### src/rtl/exp_scale_arb.sv
// exp_scale_arb: round-robin arbiter sharing one registered exponent-scale LUT
// among NUM_REQ exp-computation lanes. Grants at most one lookup per cycle,
// carries the requesting lane id alongside the LUT latency in a tag pipeline,
// and returns each scale word to its lane as a registered one-hot response.
module exp_scale_arb #(
    parameter int NUM_REQ = 4,
    parameter int IDX_W   = 4,
    parameter int SCALE_W = 20,
    parameter int LUT_LAT = 1
) (
    input  logic                     clk,
    input  logic                     rst_n,
    input  logic [NUM_REQ-1:0]       req_valid,
    input  logic [NUM_REQ*IDX_W-1:0] req_idx,
    output logic [NUM_REQ-1:0]       req_ready,
    output logic [IDX_W-1:0]         lut_idx,
    input  logic [SCALE_W-1:0]       lut_scale,
    output logic [NUM_REQ-1:0]       rsp_valid,
    output logic [SCALE_W-1:0]       rsp_scale,
    output logic [1:0]               inflight
);

    // Lane-id width and the wider width used while wrapping the search index.
    localparam int PTR_W = (NUM_REQ > 1) ? $clog2(NUM_REQ) : 1;
    localparam int SUM_W = PTR_W + 1;

    // One-hot decode of a lane id into a per-lane vector.
    function automatic logic [NUM_REQ-1:0] lane_onehot(input logic [PTR_W-1:0] id);
        logic [NUM_REQ-1:0] oh;
        oh = '0;
        for (int i = 0; i < NUM_REQ; i++) begin
            oh[i] = (id == PTR_W'(i));
        end
        return oh;
    endfunction

    // Arbitration state and results
    logic [PTR_W-1:0]   rr_ptr_r;
    logic               grant_s;
    logic [PTR_W-1:0]   gnt_id_s;
    logic [IDX_W-1:0]   gnt_idx_s;

    // LUT index hold, tag pipeline, response and occupancy state
    logic [IDX_W-1:0]   lut_idx_hold_r;
    logic               tag_v_r  [LUT_LAT];
    logic [PTR_W-1:0]   tag_id_r [LUT_LAT];
    logic [NUM_REQ-1:0] rsp_valid_r;
    logic [SCALE_W-1:0] rsp_scale_r;
    logic [2:0]         cnt_r;
    logic [2:0]         cnt_next_s;
    logic [1:0]         inflight_r;

    // Round-robin search: first requesting lane starting at rr_ptr, wrapping.
    always_comb begin
        logic [SUM_W-1:0] lane_sum_v;
        logic [PTR_W-1:0] lane_v;
        logic             sel_v;
        grant_s    = 1'b0;
        gnt_id_s   = '0;
        lane_sum_v = '0;
        lane_v     = '0;
        sel_v      = 1'b0;
        for (int k = 0; k < NUM_REQ; k++) begin
            lane_sum_v = {1'b0, rr_ptr_r} + SUM_W'(k);
            lane_v     = (lane_sum_v >= SUM_W'(NUM_REQ)) ?
                         PTR_W'(lane_sum_v - SUM_W'(NUM_REQ)) : PTR_W'(lane_sum_v);
            sel_v      = ~grant_s & req_valid[lane_v];
            gnt_id_s   = sel_v ? lane_v : gnt_id_s;
            grant_s    = grant_s | sel_v;
        end
    end

    // Select the granted lane's index with a constant-indexed AND-OR mux.
    always_comb begin
        gnt_idx_s = '0;
        for (int i = 0; i < NUM_REQ; i++) begin
            gnt_idx_s = gnt_idx_s |
                        ((grant_s && (gnt_id_s == PTR_W'(i))) ?
                         req_idx[i*IDX_W +: IDX_W] : {IDX_W{1'b0}});
        end
    end

    // One-hot ready to the granted lane; LUT sees the new index or the held one.
    always_comb begin
        req_ready = grant_s ? lane_onehot(gnt_id_s) : {NUM_REQ{1'b0}};
        lut_idx   = grant_s ? gnt_idx_s : lut_idx_hold_r;
    end

    // Advance the round-robin pointer past the lane just granted.
    always_ff @(posedge clk or negedge rst_n) begin
        if (!rst_n) begin
            rr_ptr_r <= '0;
        end else if (grant_s) begin
            rr_ptr_r <= (gnt_id_s == PTR_W'(NUM_REQ - 1)) ? PTR_W'(0) : (gnt_id_s + PTR_W'(1));
        end else begin
            rr_ptr_r <= rr_ptr_r;
        end
    end

    // Remember the last granted index so the LUT input is quiet on idle cycles.
    always_ff @(posedge clk or negedge rst_n) begin
        if (!rst_n) begin
            lut_idx_hold_r <= '0;
        end else if (grant_s) begin
            lut_idx_hold_r <= gnt_idx_s;
        end else begin
            lut_idx_hold_r <= lut_idx_hold_r;
        end
    end

    // Tag pipeline: lane id travels alongside the lookup for LUT_LAT cycles.
    always_ff @(posedge clk or negedge rst_n) begin
        if (!rst_n) begin
            for (int k = 0; k < LUT_LAT; k++) begin
                tag_v_r[k]  <= 1'b0;
                tag_id_r[k] <= '0;
            end
        end else begin
            tag_v_r[0]  <= grant_s;
            tag_id_r[0] <= gnt_id_s;
            for (int k = 1; k < LUT_LAT; k++) begin
                tag_v_r[k]  <= tag_v_r[k-1];
                tag_id_r[k] <= tag_id_r[k-1];
            end
        end
    end

    // Capture the LUT result for the lane at the end of the tag pipeline.
    always_ff @(posedge clk or negedge rst_n) begin
        if (!rst_n) begin
            rsp_valid_r <= '0;
            rsp_scale_r <= '0;
        end else if (tag_v_r[LUT_LAT-1]) begin
            rsp_valid_r <= lane_onehot(tag_id_r[LUT_LAT-1]);
            rsp_scale_r <= lut_scale;
        end else begin
            rsp_valid_r <= '0;
            rsp_scale_r <= rsp_scale_r;
        end
    end

    // Occupancy: one more per grant, one fewer per delivered response.
    always_comb begin
        cnt_next_s = cnt_r + (grant_s ? 3'd1 : 3'd0) - ((|rsp_valid_r) ? 3'd1 : 3'd0);
    end

    // Keep the full count internally and a saturated copy for the output.
    always_ff @(posedge clk or negedge rst_n) begin
        if (!rst_n) begin
            cnt_r      <= 3'd0;
            inflight_r <= 2'd0;
        end else begin
            cnt_r      <= cnt_next_s;
            inflight_r <= (cnt_next_s > 3'd3) ? 2'd3 : cnt_next_s[1:0];
        end
    end

    assign rsp_valid = rsp_valid_r;
    assign rsp_scale = rsp_scale_r;
    assign inflight  = inflight_r;

    // Responses and grants must never address more than one lane at a time.
    a_rsp_onehot0 : assert property (@(posedge clk) disable iff (!rst_n) $onehot0(rsp_valid_r));
    a_rdy_onehot0 : assert property (@(posedge clk) disable iff (!rst_n) $onehot0(req_ready));

endmodule

### config.mk
export PLATFORM = sky130hd
export DESIGN_NAME = exp_scale_arb
export DESIGN_NICKNAME = d
export VERILOG_FILES = /design/src/rtl/exp_scale_arb.sv
export SDC_FILE = /design/constraint.sdc
export NUM_CORES = 1
export LEC_CHECK = 0
export CAP_MARGIN = 30
export CORE_ASPECT_RATIO = 0.6
export CORE_MARGIN = 5
export CORE_UTILIZATION = 41
export CTS_BUF_LIST = sky130_fd_sc_hd__clkbuf_8 sky130_fd_sc_hd__clkbuf_16
export CTS_CLUSTER_SIZE = 10
export DETAILED_ROUTE_END_ITERATION = 10
export PLACE_DENSITY = 0.91
export SKIP_LAST_GASP = 1
export SLEW_MARGIN = 15
export SYNTH_ARGS = -nofsm -noshare
export SYNTH_HDL_FRONTEND = slang
export SYNTH_SLANG_ARGS = --single-unit
### constraint.sdc
create_clock -name clk -period 2.4 [get_ports clk]
set_input_delay 0.24 -clock clk [delete_from_list [all_inputs] [get_ports clk]]
set_output_delay 0.24 -clock clk [all_outputs]
set_load 0.01 [all_outputs]
==> flow_summary.toml, run 1 <==
[status]
status = "finished, final reports clean"

[route]
routed_wl_mm = 4.28
vias_per_cell = 4.99
drt_iter0_markers = 18
antenna_left = 0
wire_per_inst_um = 15.9
drc = 0
first_pass_iters = 4
dr_total_vias = 1343

[logic_synthesis]
synth_top_area_share_pct = 58.2
synthCells = 124
synth_area_leaders = "dfrtp_1 58%, mux2_2 14%, ha_1 4.6%"
yosysSeqAreaShare_pct = 58.2
synth_warnings = 0
avgSynthCellArea_um2 = 13.2
ys_ff_latch = 38
ys_types = 31
syn_area_um2 = 1630
synthesis.nets = 173
synthFlopType = "dfrtp_1"
synth_edf_count = 0
yosys.area.top_type = "dfrtp_1"
async_flop_share_pct = 100

[global_route]
grt_max_degree = 39
grtUsageMet3_pct = 7.28
grt-busiest-layer = "met2"
first_global_vias = 1354
grt_util_met1_pct = 19.6
grt_use_met2_pct = 24.2
track_usage_pct = 15.4
grt-ovfl-total = 0
grt_pass1_wl_mm = 6.53
grt_antenna_before_repair = 0

[pwr]
power.total_mw = 2.90
ir_drop_v = 0.000449
powerDensity_nw_per_um2 = 1030
p_leak_nw = 1.24

[cells_and_area]
final_layout_size_suffix_gt1_share_pct = 32.9
design_area_um2 = 2820
seq_area_um2 = 951
synthToLayoutAreaGrowth_pct = 72.6
diodes = 0
nNetsFinal = 270
fillers = 251
stdcell_count = 269
multi_input_area_um2 = 756

[setup_path]
crit_top_cell = "buf_4"
cpMaxStageDelayCell = "clkdlybuf4s50_1"
crit_required_ns = 2.16
endpoint_kind = "output port"
crit_path_cell_trace = "clkdlybuf4s50_1 -> buf_4 -> inv_1 -> a221oi_2 -> buf_4 -> nor2_4 -> ha_4 -> a22oi_1 -> a31oi_1 -> buf_2"
critPathLaunchType = "input port"
critical_path_class = "input port to output port"
crit_arrival_ns = 2.10
worstPathMaxFanout = 5
max_stage_delay_ns = 0.51

[floorplan]
die_y_um = 58.9
core_um2 = 3760
io_pins = 76
die_x_um = 91.5
row_count = 17
die_area_um2 = 5390
start_util_pct = 43.4

[placement]
port_buffers = 75
dp.cells = 254
placed_area_um2 = 2510
gp_congestion = 0.829
dp_hpwl_mm = 3.10

[cts]
htree_levels = 2
tritoncts = "built"
cts_buffer_depth = 2
cts_sinks = 38
clk_pin_slew_ns = 0.07
cts_buffers = 5
clock_tree.root_cell = "clkbuf_8"
worstSkewPairLatency_ns = 0.28

[timing]
clock.fmax_mhz = 428
finalClockSkew_ns = 0.00412
tightest_slew_ns = 0.404
finalCritPeriodShare_pct = 97.4
min_period_ns = 2.34
setup_tns_ns = 0
finalHoldViolCount = 0
hold_ws_ns = 0.294
max_slew_margin_pct = 73.1
slew_viol_final = 0
setup_viol = 0

[job]
maxCapViolations = 0

[worst_hold_path]
hp-class = "input port to async pin"
cell type report:
| type | count | area share (%) |
|---|---|---|
| Inverter | 7 | 0.932 |
| Multi-Input combinational cell | 74 | 26.8 |
| Clock inverter | 3 | 2.44 |
| Clock buffer | 5 | 2.44 |
| Timing Repair Buffer | 95 | 31.6 |
| Sequential cell | 38 | 33.7 |
| Tap cell | 47 | 2.09 |
metrics by stage:
stage	setup WS (ns)	utilization, %
detailed placement	-0.573	66.6
global placement	-0.456	66.6
floorplan	0.105	-
CTS	-0.0585	72.1
global route	-0.00230	74.9
finish	0.0627	74.9
report_power, final:
| part | internal [mW] | switching, mW |
|---|---|---|
| sequential | 0.812 | 0.0969 |
| clock | 0.416 | 0.226 |
| combinational | 0.777 | 0.575 |
| total | 2.01 | 0.898 |
flip-flops by register name, summed over array words and instances (netlist names):
register and count:
inflight 2, lut_idx_hold_r 4, tag_id_r 2, tag_v_r 1, rsp_valid 4, rr_ptr_r 2, rsp_scale 20, cnt_r 3
repair_timing:
item	4_1_cts	5_1_grt
cloned	0	0
endpoints found under the setup margin	8	9
hold endpoints to repair	0	38
pin swaps	2	9
setup buffers	2	3
gates resized for setup	28	22
hold buffers	0	1
worst paths after layout:
check / start / to / slack (ns) / depth (start not counted)
setup / recovery: req_valid[3] / lut_idx[1] / 0.06 / 10
max in group asynchronous: rst_n / tag_id_r[1] / 1.72 / 3
min in group clk: req_valid[1] / tag_v_r / 0.42 / 3
hold / removal: rst_n / inflight[0] / 0.29 / 2
hold reg to reg: tag_id_r[1] / rsp_valid[1] / 0.48 / 1
setup reg to reg: rsp_valid[1] / inflight[0] / 0.09 / 7
Yosys cell counts (all sizes together) (2+ instances only):
master,instances
a21oi,2
a22oi,8
a31oi,4
and2,4
buf,3
clkbuf,2
dfrtp,38
ha,6
inv,7
mux2,20
nor2,8
nor3b,2
o21a,2
o21ai,2
or2,3
or4,2
cell usage in the layout (no fill, tap or decap), types with 2 or more instances in the layout:
cell type,instances
or4_4,2
nor2_1,7
inv_1,7
buf_2,5
buf_4,18
dfrtp_1,38
dlymetal6s2s_1,2
bufinv_16,2
clkbuf_8,5
mux2_2,20
and2_1,4
a22oi_1,7
a31oi_1,4
or2_2,2
dlygate4sd2_1,4
clkdlybuf4s50_1,64
ha_4,4
a21oi_1,2
critical path: cells and delay by family:
kind                     cells  cell delay, ns
AND/OR/NAND/NOR              1            0.05
buffers and inverters        5            1.03
AO/OA/AOI/OAI                3            0.60
adder cells (fa/ha/maj)      1            0.17
cells by family after synthesis:
group                    share of synthesized area [%]
flip-flops                                        58.2
AND/OR/NAND/NOR                                   8.19
XOR/XNOR                                          1.07
buffers and inverters                             3.37
AO/OA/AOI/OAI                                     8.96
multiplexers                                      14.4
adder cells (fa/ha/maj)                           5.82
per-layer routing:
layer	part of all wire (%)	up-vias	routed length, um
met2	46	58	1950
met4	0.68	0	29
met3	9.7	5	417
met1	44	646	1880
met5	0	-	0
li1	-	634	-
No activity file was read; power rests on OpenSTA's default activity.
==> run 2, diff against run 1 <==
ABC_CLOCK_PERIOD_IN_PS = 2400   (was not set)
==> results of run 2 <==
No change in the layout: final DEF, timing and power equal those of run 1.
==> run 3, diff against run 2 <==
ABC_CLOCK_PERIOD_IN_PS = 2900   (was 2400)
CORE_UTILIZATION = 44   (was 41)
MAX_ROUTING_LAYER = met4   (was not set)
PLACE_DENSITY = 0.95   (was 0.91)
clock period = 2.9 ns   (was 2.4 ns; I/O delays follow)
==> flow_summary.toml, run 3 (synthesis results as in run 1) <==
[global_route]
grt_antenna_before_repair = 0
grt_pass1_wl_mm = 6.28
grt_max_degree = 39
grt-ovfl-total = 0
first_global_vias = 1337
track_usage_pct = 16.7

[cts]
htree_levels = 2
clock_tree.root_cell = "clkbuf_8"
clk_pin_slew_ns = 0.08
cts_sinks = 38
worstSkewPairLatency_ns = 0.28
tritoncts = "built"
cts_buffer_depth = 2
cts_buffers = 5

[placement]
gp_congestion = 0.896
placed_area_um2 = 2470
dp_hpwl_mm = 3.05
port_buffers = 75

[timing]
slew_viol_final = 0
tightest_slew_ns = 0.959
rsz0062_at_grt = "no"
finalClockSkew_ns = 0.00656
finalHoldViolCount = 0
finalCritPeriodShare_pct = 94.1
clock.fmax_mhz = 366
setup_tns_ns = 0
max_slew_margin_pct = 36.0
min_period_ns = 2.73
setup_viol = 0

[setup_path]
critical_path_class = "input port to output port"
rr_endpoint = "inflight[0]"
endpoint_kind = "output port"
max_stage_delay_ns = 0.65
crit_path_cell_trace = "clkdlybuf4s50_1 -> buf_4 -> or4_1 -> buf_4 -> and2_1 -> clkdlybuf4s50_1"
crit_buf_inv = 4
cp_top_family = "buffers and inverters"
r2r_slack_ns = 0.57
reg2reg_depth = 7
worstPathMaxFanout = 12
crit-reg2reg-launch = "rsp_valid[1]"
crit_arrival_ns = 2.44
critPathLaunchType = "input port"
crit_required_ns = 2.61
cpMaxStageDelayCell = "or4_1"
crit_start = "req_valid[3]"

[job]
maxCapViolations = 0

[cells_and_area]
design_area_um2 = 2620
synthToLayoutAreaGrowth_pct = 60.3
final_layout_size_suffix_gt1_share_pct = 23.7
layout_commonest_cell = "clkdlybuf4s50_1"
most-common-layout-cells = "70 x clkdlybuf4s50_1, 38 x dfrtp_1, 20 x mux2_2"
nNetsFinal = 259
largest_reg_flops = 20
fillers = 262
diodes = 0

[route]
drc = 0
first_pass_iters = 4
antenna_left = 0
wire_per_inst_um = 15.6
routed_wl_mm = 4.03
dr_total_vias = 1278
vias_per_cell = 4.95
drt_iter0_markers = 35

[floorplan]
row_count = 17
core_um2 = 3620
die_y_um = 57.2
start_util_pct = 45.2
die_x_um = 88.7
io_pins = 76
die_area_um2 = 5070

[pwr]
power.total_mw = 2.03
p_leak_nw = 1.13
ir_drop_v = 0.000459
powerDensity_nw_per_um2 = 776

[worst_hold_path]
hp-class = "input port to async pin"

[status]
status = "finished, final reports clean"
## run 3: cell types whose count changed in the layout (fill, tap and decap cells not counted), sizes merged
| cell | delta |
|---|---|
| dlygate4sd3 | -1 |
| buf | -14 |
| dlygate4sd2 | -1 |
| clkbuf | +1 |
| clkinvlp | +1 |
| dlymetal6s2s | -1 |
| bufinv | -2 |
| clkdlybuf4s50 | +6 |
## run 3: how the worst max path moves through the flow
stage	depth (start not counted)	end	slack [ns]
6_report	6	req_ready[3]	0.17
5_1_grt	7	req_ready[3]	0.06
4_1_cts	8	lut_idx[0]	0.005
3_5_place_dp	8	lut_idx[1]	-0.18
3_3_place_gp	9	lut_idx[1]	-0.06
2_1_floorplan	7	inflight[0]	0.61
## run 3: through the flow
step | hold slack (ns) | worst slack [ns] | util, % | instances
after CTS | 0.113 | 0.00459 | 72.1 | 258
final | 0.100 | 0.171 | 72.5 | 258
after floorplan | -0.00559 | 0.605 | - | 124
after global placement | 0.424 | -0.0558 | 68.3 | 249
after detailed placement | 0.425 | -0.176 | 68.3 | 249
after global routing | 0.174 | 0.0577 | 72.5 | 258
## run 3: worst register-to-register path, stage by stage, from the launching register on
cell	delay, ns
dfrtp_1	0.38
or4_1	0.53
ha_1	0.28
inv_1	0.03
ha_1	0.18
fa_1	0.38
xnor2_1	0.16
or2_2	0.28
## run 3: area by class of cell
cell class                      instances  area (um2)  area share [%]
Clock buffer                            6        82.6            3.15
Clock inverter                          2        12.5           0.478
Inverter                                7        26.3            1.00
Multi-Input combinational cell         74         677            25.8
Sequential cell                        38         951            36.3
Tap cell                               47        58.8            2.24
Timing Repair Buffer                   84         812            31.0
## run 3: timing repair
action                                  4_1_cts  5_1_grt
resized for setup                            13        3
endpoints found under the setup margin        4        1
hold buffers                                  0        0
cloned                                        0        0
hold endpoints to repair                      0        0
pin swaps                                     1        0
setup buffers                                 1        0
## run 3: per-layer routing
layer,global-route usage [%],share of wire [%],vias up
met5,-,0,-
met4,3.45,1.0,0
met3,5.63,9.4,8
met2,25.3,45,54
met1,22.0,44,608
li1,-,-,608
## run 3: power breakdown
part	internal (mW)	leakage, nW	total (mW)	switching [mW]
Sequential	0.672	0.445	0.743	0.0706
Clock	0.191	0.0472	0.372	0.181
Combinational	0.520	0.642	0.919	0.398
Total	1.38	1.13	2.03	0.650
